==> config.mk <==
export PLATFORM = sky130hd
export DESIGN_NAME = adc_threshold_monitor
export DESIGN_NICKNAME = d
export VERILOG_FILES = /design/src/rtl/adc_mon_pkg.sv /design/src/rtl/adc_hysteresis_fsm.sv /design/src/rtl/adc_threshold_monitor.sv
export SDC_FILE = /design/constraint.sdc
export NUM_CORES = 1
export LEC_CHECK = 0
export ABC_AREA = 1
export ABC_CLOCK_PERIOD_IN_PS = 2800
export CAP_MARGIN = 10
export CORE_MARGIN = 3
export CORE_UTILIZATION = 57
export CTS_CLUSTER_SIZE = 8
export DETAILED_ROUTE_END_ITERATION = 7
export GPL_ROUTABILITY_DRIVEN = 0
export PLACE_DENSITY = 0.86
export SYNTH_ARGS = -nofsm -noshare
export SYNTH_HDL_FRONTEND = slang
export SYNTH_HIERARCHICAL = 1
export SYNTH_SLANG_ARGS = --single-unit
==> constraint.sdc <==
create_clock -name clock -period 2.8 [get_ports clock]
set_input_delay 0.84 -clock clock [delete_from_list [all_inputs] [get_ports clock]]
set_output_delay 0.84 -clock clock [all_outputs]
set_load 0.1 [all_outputs]
==> src/rtl/adc_mon_pkg.sv <==
// Shared types and constants for the ADC threshold monitor.
// Read by adc_threshold_monitor and adc_hysteresis_fsm.
package adc_mon_pkg;

  typedef enum logic [1:0] {
    StNormal,
    StPendHigh,
    StAlarm,
    StPendLow
  } mon_state_e;

  localparam int unsigned SampleWidth = 20;
  // Value the upstream counter pins at when the RC stage never trips.
  localparam logic [SampleWidth-1:0] SatValue = 20'hFFFFF;
  localparam int unsigned DebCntWidth = 4;
  localparam int unsigned IirShift = 3;

endpackage

==> src/rtl/adc_hysteresis_fsm.sv <==
// Debounced hysteresis alarm: DEBOUNCE consecutive qualifying strobes enter or leave alarm.
// The FSM state, the debounce count and the alarm output are all registered.
module adc_hysteresis_fsm
  import adc_mon_pkg::*;
#(
  parameter int unsigned WIDTH    = SampleWidth,
  parameter int unsigned DEBOUNCE = 4
) (
  input  logic             clock,
  input  logic             reset,
  input  logic             strobe,
  input  logic [WIDTH-1:0] value,
  input  logic [WIDTH-1:0] thresh_high,
  input  logic [WIDTH-1:0] thresh_low,
  output logic             alarm
);

  localparam logic [DebCntWidth-1:0] DebLimit = DebCntWidth'(DEBOUNCE);

  mon_state_e             state;
  logic [DebCntWidth-1:0] cnt;
  logic [DebCntWidth-1:0] cnt_inc;
  logic                   above;
  logic                   below;

  assign cnt_inc = cnt + DebCntWidth'(1);
  assign above   = value > thresh_high;
  assign below   = value < thresh_low;

  // cnt is zero in StNormal and StAlarm, so one compare also covers DEBOUNCE == 1.
  always_ff @(posedge clock) begin
    if (reset) begin
      state <= StNormal;
      cnt   <= '0;
      alarm <= 1'b0;
    end else if (strobe) begin
      unique case (state)
        StNormal, StPendHigh: begin
          if (!above) begin
            state <= StNormal;
            cnt   <= '0;
          end else if (cnt_inc == DebLimit) begin
            state <= StAlarm;
            cnt   <= '0;
            alarm <= 1'b1;
          end else begin
            state <= StPendHigh;
            cnt   <= cnt_inc;
          end
        end
        StAlarm, StPendLow: begin
          if (!below) begin
            state <= StAlarm;
            cnt   <= '0;
          end else if (cnt_inc == DebLimit) begin
            state <= StNormal;
            cnt   <= '0;
            alarm <= 1'b0;
          end else begin
            state <= StPendLow;
            cnt   <= cnt_inc;
          end
        end
        default: begin
          state <= StNormal;
          cnt   <= '0;
          alarm <= 1'b0;
        end
      endcase
    end
  end

endmodule

==> src/rtl/adc_threshold_monitor.sv <==
// New-sample detector, min/max tracker, stale/saturation flags and hysteresis alarm.
// Define ADC_MON_IIR_EN to place a first-order IIR filter in front of the alarm FSM.
module adc_threshold_monitor
  import adc_mon_pkg::*;
#(
  parameter int unsigned WIDTH        = SampleWidth,
  parameter int unsigned DEBOUNCE     = 4,
  parameter int unsigned STALE_CYCLES = 2097152
) (
  input  logic             clock,
  input  logic             reset,
  input  logic [WIDTH-1:0] adc_count,
  input  logic [WIDTH-1:0] thresh_high,
  input  logic [WIDTH-1:0] thresh_low,
  input  logic             clear_minmax,
  output logic             sample_strobe,
  output logic [WIDTH-1:0] sample_value,
  output logic             alarm,
  output logic [WIDTH-1:0] min_value,
  output logic [WIDTH-1:0] max_value,
  output logic             stale,
  output logic             saturated
);

  localparam logic [WIDTH-1:0] AllOnes = {WIDTH{1'b1}};
  localparam int unsigned StaleWidth = $clog2(STALE_CYCLES);
  localparam logic [StaleWidth-1:0] StaleMax = StaleWidth'(STALE_CYCLES - 1);

  logic [WIDTH-1:0]      prev_count;
  logic                  new_sample;
  logic [StaleWidth-1:0] stale_cnt;
  logic                  fsm_strobe;
  logic [WIDTH-1:0]      fsm_value;

  // The upstream count has no valid strobe; any change is taken as a new result.
  assign new_sample = adc_count != prev_count;

  always_ff @(posedge clock) begin
    if (reset) begin
      prev_count    <= '0;
      sample_strobe <= 1'b0;
      sample_value  <= '0;
      saturated     <= 1'b0;
    end else begin
      prev_count    <= adc_count;
      sample_strobe <= new_sample;
      if (new_sample) begin
        sample_value <= adc_count;
        saturated    <= adc_count == AllOnes;
      end
    end
  end

  always_ff @(posedge clock) begin
    if (reset) begin
      min_value <= AllOnes;
      max_value <= '0;
    end else if (clear_minmax && sample_strobe) begin
      min_value <= sample_value;
      max_value <= sample_value;
    end else if (clear_minmax) begin
      min_value <= AllOnes;
      max_value <= '0;
    end else if (sample_strobe) begin
      if (sample_value < min_value) min_value <= sample_value;
      if (sample_value > max_value) max_value <= sample_value;
    end
  end

  always_ff @(posedge clock) begin
    if (reset || sample_strobe) begin
      stale_cnt <= '0;
    end else if (stale_cnt != StaleMax) begin
      stale_cnt <= stale_cnt + StaleWidth'(1);
    end
  end

  assign stale = stale_cnt == StaleMax;

`ifdef ADC_MON_IIR_EN
  logic [WIDTH-1:0]        filt;
  logic                    filt_seeded;
  logic                    filt_strobe;
  logic signed [WIDTH:0]   filt_diff;
  logic signed [WIDTH:0]   filt_sum;
  logic [WIDTH-1:0]        filt_next;

  always_comb begin
    filt_diff = $signed({1'b0, sample_value}) - $signed({1'b0, filt});
    filt_sum  = $signed({1'b0, filt}) + (filt_diff >>> IirShift);
    // The top bit is the sign of the WIDTH+1 result; a negative sum clamps to zero.
    filt_next = filt_sum[WIDTH] ? '0 : filt_sum[WIDTH-1:0];
  end

  always_ff @(posedge clock) begin
    if (reset) begin
      filt        <= '0;
      filt_seeded <= 1'b0;
      filt_strobe <= 1'b0;
    end else begin
      filt_strobe <= sample_strobe;
      if (sample_strobe) begin
        filt        <= filt_seeded ? filt_next : sample_value;
        filt_seeded <= 1'b1;
      end
    end
  end

  assign fsm_strobe = filt_strobe;
  assign fsm_value  = filt;
`else
  assign fsm_strobe = sample_strobe;
  assign fsm_value  = sample_value;
`endif

  adc_hysteresis_fsm #(
    .WIDTH    (WIDTH),
    .DEBOUNCE (DEBOUNCE)
  ) u_fsm (
    .clock       (clock),
    .reset       (reset),
    .strobe      (fsm_strobe),
    .value       (fsm_value),
    .thresh_high (thresh_high),
    .thresh_low  (thresh_low),
    .alarm       (alarm)
  );

endmodule

==> qor.csv, run 1 <==
metric,value,unit
status,"complete, no violations",
synth_ff_type,dfxtp_1,
hold_end,max_value[4],
r2r_end,min_value[14],
fin_crit_sh,0.953,
swShare,0.342,
clock_tree.root_cell,clkbuf_16,
drv_slew,0,
wire_per_inst,14.1,µm
top_level_ports,127,
via_per_inst,5.29,
seq_area,0.00218,mm²
initial_core_util,0.593,
synth_edf_count,0,
synthArstFlopShare,0,
drive_gt1_frac,0.133,
ant_nets,0,
finish.instance_area,0.00849,mm²
clock_latency,340,ps
start_kind,flop,
powerDensity,480,mW/mm²
end_kind,primary output,
grt_pass1_wl,29200,µm
fillers,947,
cts_tree,yes,
p_comb_frac,0.265,
via_count,6798,
vdd_drop_max,0.000331,V
die_x,116,µm
pwr-share-clk,0.315,
clockBufferDepth,2,
syn_to_final_growth,23.4,%
p_sw,1.40,mW
cts_sinks,109,
maxCapViolCount,0,
reg2reg_depth,11,
grt_max_degree,47,
hpwl,13800,µm
coreArea,0.0116,mm²
rr_startpoint,sample_value[19],
wl,18100,µm
fin_util,0.731,
drc,0,
rsz0062_at_grt,false,
period_needed,2670,ps
power,4.08,mW
cts_made_buffers,9,
rrSetupSlack,380,ps
startpoint,stale_cnt[0],
cp_max_fo,9,
min_from,max_value[4],
synth-seq-area-share,0.317,
synth.cell_area,0.00689,mm²
power_frac_seq,0.420,
syn_avg_cell_area,6.78,µm²
whs_path_depth,2,
htree_levels,3,
instances_no_fill,1284,
grt_pass1_vias,6399,
grt_overflow,0,
die_h,116,µm
clk_pin_slew,70,ps
dr.pass1.iters,5,
setup-tns-final,0,ps
ys_ff_latch,109,
syn_nets,1159,
synth.distinct_cells,40,
placement.io_buffers,126,
synthCells,1015,
rows,39,
hold_violations,0,
fin_worst_skew,7.20,ps
place_area,0.00818,mm²
setup_viol,0,
dp.cells,1268,
cp.required,1960,ps
crit_type,reg -> out,
p_leak,4.48,nW
yosys_warnings,6,
cts_post_setup_buffers_inserted,0,
arrival,1830,ps
multiInputGateArea,0.00394,mm²
antenna_found_initial,0,
die_area,0.0134,mm²
fmax,375,MHz
internal_power,2.68,mW
grt.total_usage,0.269,
worst_pin_slew,962,ps
maxSlewHeadroom,0.356,
drt_iter0_markers,367,
antennaDiodeCount,0,
min-delay-path-class,reg -> reg,
layout.nets,1280,
final cells by class:
| cell class | count | share of cell area |
|---|---|---|
| multi-input cells | 706 | 0.464 |
| clock buffers | 10 | 0.0281 |
| flip-flops and latches | 109 | 0.257 |
| repair buffers | 139 | 0.147 |
| clock inverters | 6 | 0.00736 |
| inverters | 171 | 0.0757 |
| well taps | 143 | 0.0211 |
sequential cells by signal, summed over array words and instances (netlist names):
register       cells
u_fsm/alarm        1
sample_strobe      1
sample_value      20
u_fsm/state        1
min_value         20
saturated          1
prev_count        20
max_value         20
u_fsm/cnt          4
stale_cnt         21
what timing repair did:
action,4_1_cts,5_1_grt
pin swaps,0,1
hold buffers,0,0
setup endpoints to repair,1,1
resized for setup,1,3
how the worst max path moves through the flow:
stage	end	slack (ps)
CTS	stale	6
finish	stale	130
global placement	stale_cnt[0]	160
detailed placement	u_fsm/cnt[1]	100
floorplan	min_value[0]	330
global route	stale	3
stage by stage:
step / setup WS [ps] / hold slack, ps
after floorplan: 332 / 443
after global placement: 162 / 463
after detailed placement: 104 / 470
after CTS: 6.10 / 480
after global routing: 3.19 / 505
final: 131 / 485
per-layer routing:
metal  global-route usage  vias to the layer above  wire, µm
met5                    0                        -         0
met2                0.460                      247      8460
met3               0.0475                       45      1330
met1                0.336                     3054      7750
met4                0.104                        0       544
li1                     -                     3452         -
cell usage after synthesis (2+ instances only):
| master | n | share of area |
|---|---|---|
| buf_2 | 8 | 0.0058 |
| nor2_4 | 2 | 0.0033 |
| nor2_1 | 105 | 0.057 |
| or2_1 | 2 | 0.0018 |
| a21o_1 | 3 | 0.0033 |
| o21ai_0 | 12 | 0.0087 |
| a21oi_1 | 64 | 0.047 |
| nor4_1 | 5 | 0.0045 |
| a31oi_1 | 3 | 0.0027 |
| nand3_2 | 3 | 0.0044 |
| nand2_1 | 246 | 0.13 |
| o21a_1 | 2 | 0.0022 |
| or2_0 | 3 | 0.0027 |
| o211ai_1 | 2 | 0.0022 |
| ha_1 | 81 | 0.15 |
| nand3_1 | 86 | 0.063 |
| inv_1 | 161 | 0.088 |
| nand2_2 | 7 | 0.0064 |
| nand3b_1 | 2 | 0.0022 |
| nand4_1 | 17 | 0.015 |
| nor3_1 | 8 | 0.0058 |
| dfxtp_1 | 109 | 0.32 |
| xnor2_1 | 9 | 0.011 |
| clkbuf_1 | 18 | 0.0098 |
| or2_2 | 24 | 0.022 |
| inv_2 | 8 | 0.0044 |
| buf_6 | 2 | 0.0033 |
| xor2_1 | 4 | 0.0051 |
| o21ai_1 | 3 | 0.0022 |
| nor2_2 | 6 | 0.0055 |
power groups by stage:
stage,sequential [mW],combinational [mW],clock [mW]
after floorplan,2.08,0.412,0
after global placement,1.74,1.05,0
after detailed placement,1.75,1.07,0
after CTS,1.71,1.08,1.30
after global routing,1.72,1.18,1.36
final,1.71,1.08,1.28
worst max-delay path, cell delays in order (launching register included):
cell and delay, ps:
dfxtp_2 390, ha_4 170, nand2_1 80, nor2_2 100
nand2_2 90, nor2_4 160, nand3_4 160, clkinv_2 140
buf_12 180
cells in the final DEF (no fill, tap or decap), types with 2 or more instances in the layout:
cell	n
nand3_2	3
clkbuf_16	9
o21a_1	2
nand3b_1	2
or2_1	2
nor2_1	105
inv_2	8
inv_1	161
nor3_1	8
nor4_1	5
or2_2	24
o21ai_1	3
nand3_1	86
a21o_1	3
or2_0	3
clkdlybuf4s50_1	62
ha_1	80
dfxtp_2	2
clkinvlp_4	3
dfxtp_1	107
buf_12	4
nand4_1	17
xnor2_1	9
buf_4	73
o21ai_0	12
a31oi_1	3
nor2_2	6
nand2_1	246
a21oi_1	64
nor2_4	2
xor2_1	4
o211ai_1	2
nand2_2	7
clkinv_2	3
cells by family (layout without fill, tap and decap cells):
family	count (synthesis)	in the layout	synth area share
compound gates	91	91	0.0701
xor+xnor	13	13	0.0165
fa+ha+maj	81	81	0.147
buf+inv	200	326	0.113
flops	109	109	0.317
simple gates	521	521	0.336
No activity file was read; power rests on OpenSTA's default activity.
==> run 2, diff against run 1 <==
--- a/config.mk
+++ b/config.mk
@@ -14,6 +14,7 @@
 export DETAILED_ROUTE_END_ITERATION = 7
 export GPL_ROUTABILITY_DRIVEN = 0
 export PLACE_DENSITY = 0.86
+export RECOVER_POWER = 50
 export SYNTH_ARGS = -nofsm -noshare
 export SYNTH_HDL_FRONTEND = slang
 export SYNTH_HIERARCHICAL = 1
==> qor.csv, run 2 (synthesis gave the netlist of run 1 again) <==
metric,value,unit,change
status,"complete, no violations",,unchanged
drc,0,,unchanged
crit_type,reg -> out,,unchanged
min-delay-path-class,reg -> reg,,unchanged
clock_latency,340,ps,about the same
wire_per_inst,14.1,µm,about the same
antenna_found_initial,0,,unchanged
cts_sinks,109,,unchanged
cts_hold_buf,0,,unchanged
grt_pass1_wl,29200,µm,unchanged
layout.nets,1280,,unchanged
htree_levels,3,,unchanged
rows,39,,unchanged
fillers,1004,,was 947
dp.cells,1268,,unchanged
via_count,6737,,"was 6,798"
worstPathCellList,ha_4 > nand2_1 > nor2_2 > nand2_2 > nor2_4 > nand3_4 > clkinv_2 > buf_12,,unchanged
cp_max_fo,9,,unchanged
instances_no_fill,1284,,unchanged
fin_util,0.715,,was 0.731
reg2reg_depth,11,,unchanged
setup-tns-final,0,ps,unchanged
min_from,max_value[4],,unchanged
final_cell_mix,"nand2_1 (246), inv_1 (161), dfxtp_1 (107)",,unchanged
grt.total_usage,0.269,,unchanged
power,4.04,mW,was 4.08 mW
drv_slew,0,,unchanged
placement.io_buffers,126,,unchanged
coreArea,0.0116,mm²,unchanged
via_per_inst,5.25,,was 5.29
antennaDiodeCount,0,,unchanged
cts_post_setup_buffers_inserted,0,,unchanged
maxSlewHeadroom,0.169,,was 0.356
clk_pin_slew,70,ps,about the same
cts_made_buffers,9,,unchanged
hold_end,max_value[4],,unchanged
multiInputGateArea,0.00394,mm²,unchanged
grt_max_degree,47,,unchanged
end_kind,primary output,,unchanged
crit_buf_inv,2,,unchanged
rr_startpoint,sample_value[19],,unchanged
fin_crit_sh,0.950,,was 0.953
dr.pass1.iters,6,,was 5
top_level_ports,127,,unchanged
setup_viol,0,,unchanged
die_h,116,µm,unchanged
critPathMaxStageDelay,390,ps,about the same
powerDensity,487,mW/mm²,was 480 mW/mm²
hold_violations,0,,unchanged
vdd_drop_max,0.000329,V,was 0.000331 V
grt_overflow,0,,unchanged
place_ws,104,ps,unchanged
arrival,1820,ps,was 1830 ps
initial_core_util,0.593,,unchanged
fin_worst_skew,7.67,ps,was 7.20 ps
whs_path_depth,2,,unchanged
clock_tree.root_cell,clkbuf_16,,unchanged
hpwl,13800,µm,unchanged
r2r_end,min_value[8],,was min_value[14]
rrSetupSlack,370,ps,was 380 ps
grt_pass1_vias,6399,,unchanged
die_area,0.0134,mm²,unchanged
start_kind,flop,,unchanged
critPathSlowestCell,dfxtp_2,,unchanged
wl,18200,µm,"was 18,100 µm"
drt_iter0_markers,374,,was 367
fmax,376,MHz,was 375 MHz
syn_to_final_growth,20.5,%,was 23.4%
cts_tree,yes,,unchanged
rsz0062_at_grt,false,,unchanged
die_x,116,µm,unchanged
period_needed,2660,ps,was 2670 ps
worst_pin_slew,1250,ps,was 962 ps
largest_reg_flops,21,,unchanged
p_leak,4.32,nW,was 4.48 nW
drive_gt1_frac,0.0982,,was 0.133
cp.required,1960,ps,about the same
maxCapViolCount,0,,unchanged
seq_area,0.00218,mm²,unchanged
ant_nets,0,,unchanged
top_register,stale_cnt,,unchanged
worst_slack,139,ps,was 131 ps
clockBufferDepth,2,,unchanged
cpLargestDelayFamily,simple AND/OR/NAND/NOR gates,,unchanged
layout_commonest_cell,nand2_1,,unchanged
run 2: worst register-to-register path: cells and delay by family, from the launching register on:
family        cells  cell delay, ps
buf+inv           2             130
flops             1             620
simple gates      8            1300
fa+ha+maj         1             240
run 2: timing repair:
action                                  in CTS  in global routing
pin swaps                                    0                  1
endpoints found under the setup margin       1                  1
hold endpoints to repair                     0                  0
gates resized for setup                      1                  3
run 2: report_power, final:
part | internal, mW | switching (mW)
Sequential | 1.62 | 0.0919
Combinational | 0.311 | 0.735
Clock | 0.715 | 0.565
run 2: worst max-delay path by stage:
stage | start | end | slack, ps | cells past startpoint
CTS | stale_cnt[0] | stale | 6 | 8
detailed placement | thresh_high[11] | u_fsm/cnt[1] | 100 | 13
floorplan | min_value[19] | min_value[0] | 330 | 13
global route | stale_cnt[0] | stale | 3 | 8
global placement | reset | stale_cnt[0] | 160 | 5
finish | stale_cnt[0] | stale | 140 | 8
run 2: per-layer routing:
metal	vias up	global-route usage	share of wire
met5	-	0	0
li1	3443	-	-
met2	231	0.460	0.47
met3	37	0.0475	0.070
met4	0	0.104	0.026
met1	3026	0.336	0.43
run 2: layout make-up:
| class | count | share of cell area |
|---|---|---|
| multi-input combinational | 706 | 0.474 |
| sequential | 109 | 0.263 |
| timing repair buffer | 139 | 0.127 |
| inverter | 171 | 0.0775 |
| clock buffer | 10 | 0.0288 |
| tap | 143 | 0.0216 |
| clock inverter | 6 | 0.00754 |
run 2: per-stage QoR:
| step | instance area, µm² | hold WS, ps |
|---|---|---|
| after floorplan | 6890 | 443 |
| after detailed placement | 8180 | 470 |
| after CTS | 8480 | 480 |
| after global placement | 8180 | 463 |
| final | 8300 | 484 |
| after global routing | 8300 | 504 |
==> run 3, diff against run 2 <==
--- a/config.mk
+++ b/config.mk
@@ -13,8 +13,8 @@
 export CTS_CLUSTER_SIZE = 8
 export DETAILED_ROUTE_END_ITERATION = 7
 export GPL_ROUTABILITY_DRIVEN = 0
-export PLACE_DENSITY = 0.86
-export RECOVER_POWER = 50
+export PLACE_DENSITY = 0.89
+export RECOVER_POWER = 100
 export SYNTH_ARGS = -nofsm -noshare
 export SYNTH_HDL_FRONTEND = slang
 export SYNTH_HIERARCHICAL = 1
==> qor.csv, run 3 (synthesis gave the netlist of run 1 again) <==
metric,value,unit,change
status,"complete, no violations",,unchanged
min-delay-path-class,reg -> reg,,unchanged
grt.total_usage,0.271,,was 0.269
cp_max_fo,9,,unchanged
fin_crit_sh,0.952,,was 0.950
fin_util,0.711,,was 0.715
crit_type,reg -> out,,unchanged
setup_viol,0,,unchanged
rows,39,,unchanged
drt_iter0_markers,435,,was 374
drive_gt1_frac,0.0919,,was 0.0982
cts_hold_buf,0,,unchanged
whs_path_depth,2,,unchanged
rrSetupSlack,340,ps,was 370 ps
coreArea,0.0116,mm²,unchanged
clk_pin_slew,70,ps,about the same
cts_tree,yes,,unchanged
die_area,0.0134,mm²,unchanged
rsz0062_at_grt,false,,unchanged
clockBufferDepth,2,,unchanged
cts_sinks,109,,unchanged
powerDensity,506,mW/mm²,was 487 mW/mm²
placement.io_buffers,126,,unchanged
period_needed,2670,ps,was 2660 ps
final_cell_mix,"nand2_1 (248), inv_1 (165), dfxtp_1 (107)",,"was nand2_1 (246), inv_1 (161), dfxtp_1 (107)"
vdd_drop_max,0.000319,V,was 0.000329 V
initial_core_util,0.593,,unchanged
worstPathCellList,ha_4 > nand2_1 > nor2_2 > nand2_2 > nor2_4 > nand3_4 > clkinv_2 > buf_12,,unchanged
min_from,max_value[8],,was max_value[4]
top_register,stale_cnt,,unchanged
hold_violations,0,,unchanged
end_kind,primary output,,unchanged
setup-tns-final,0,ps,unchanged
die_h,116,µm,unchanged
layout.nets,1282,,"was 1,280"
via_per_inst,5.43,,was 5.25
top_level_ports,127,,unchanged
r2r_end,min_value[3],,was min_value[8]
critPathSlowestCell,dfxtp_2,,unchanged
ant_nets,0,,unchanged
fin_worst_skew,4.67,ps,was 7.67 ps
critPathMaxStageDelay,400,ps,was 390 ps
p_leak,4.33,nW,was 4.32 nW
grt_pass1_vias,6476,,"was 6,399"
reg2reg_depth,10,,was 11
rr_startpoint,sample_value[7],,was sample_value[19]
grt_pass1_wl,29300,µm,"was 29,200 µm"
fmax,375,MHz,was 376 MHz
grt_max_degree,48,,was 47
worst_pin_slew,1260,ps,was 1250 ps
clock_latency,350,ps,was 340 ps
drv_slew,0,,unchanged
arrival,1830,ps,was 1820 ps
wire_per_inst,14.2,µm,was 14.1 µm
via_count,6978,,"was 6,737"
layout_commonest_cell,nand2_1,,unchanged
antenna_found_initial,0,,unchanged
hold_end,max_value[8],,was max_value[4]
dr.pass1.iters,5,,was 6
htree_levels,3,,unchanged
maxSlewHeadroom,0.164,,was 0.169
hpwl,13700,µm,"was 13,800 µm"
drc,0,,unchanged
antennaDiodeCount,0,,unchanged
cts_made_buffers,9,,unchanged
grt_overflow,0,,unchanged
clock_tree.root_cell,clkbuf_16,,unchanged
largest_reg_flops,21,,unchanged
cp.required,1960,ps,about the same
die_x,116,µm,unchanged
syn_to_final_growth,19.9,%,was 20.5%
maxCapViolCount,0,,unchanged
start_kind,flop,,unchanged
wl,18300,µm,"was 18,200 µm"
[run 3: cell types whose count changed in the layout (fill, tap and decap cells not counted), moves of 2 or more]
cell and delta:
buf_1 -2, buf_12 -3, buf_4 -6, clkbuf_1 +4, clkbuf_2 +10, clkinv_2 -2
clkinvlp_4 -2, inv_1 +4, inv_2 -4, inv_6 +2, nand2_1 +2, nand2_2 -2
[run 3: layer usage]
| metal | wire [µm] | GRT usage |
|---|---|---|
| met5 | 0 | 0 |
| met4 | 506 | 0.106 |
| met3 | 1340 | 0.0350 |
| met2 | 8640 | 0.468 |
| met1 | 7820 | 0.343 |
[run 3: per-stage QoR]
stage          instance area (µm²)  std cells  hold slack (ps)  total power, mW  setup WS (ps)
5_1_grt                       8260       1286              497             4.34           17.9
2_1_floorplan                 6890       1015              443             2.49            332
6_report                      8260       1286              479             4.18            133
3_5_place_dp                  8180       1270              468             2.82            116
3_3_place_gp                  8180       1270              459             2.79            189
4_1_cts                       8510       1286              479             4.23           54.0
[run 3: power by group]
group / switching (mW) / total, mW / internal [mW]
Clock: 0.614 / 1.43 / 0.817
Combinational: 0.741 / 1.04 / 0.300
Sequential: 0.0867 / 1.71 / 1.62
Total: 1.44 / 4.18 / 2.74
[run 3: critical path: cells and delay by family (launching register included)]
family        cells  cell delay (ps)
simple gates      5              570
flops             1              400
buf+inv           2              310
fa+ha+maj         1              180
[run 3: final cells by class]
| class | count | area (µm²) |
|---|---|---|
| Multi-Input combinational cell | 706 | 3920 |
| Clock inverter | 6 | 93.8 |
| Timing Repair Buffer | 141 | 996 |
| Clock buffer | 10 | 239 |
| Inverter | 171 | 643 |
| Tap cell | 143 | 179 |
| Sequential cell | 109 | 2180 |
| Fill cell | 1003 | 3360 |
[run 3: worst max-delay path by stage]
stage                                from  slack, ps            to
final                        stale_cnt[0]        130         stale
after global routing         stale_cnt[0]         20         stale
after CTS                    stale_cnt[1]         50         stale
after detailed placement  thresh_high[11]        120  u_fsm/cnt[1]
after global placement    thresh_high[15]        190  u_fsm/cnt[1]
after floorplan             min_value[19]        330  min_value[0]
[run 3: timing repair]
action	CTS	global route
buffers inserted	0	0
resized for setup	2	2
setup endpoints to repair	1	1
pin swaps	0	1
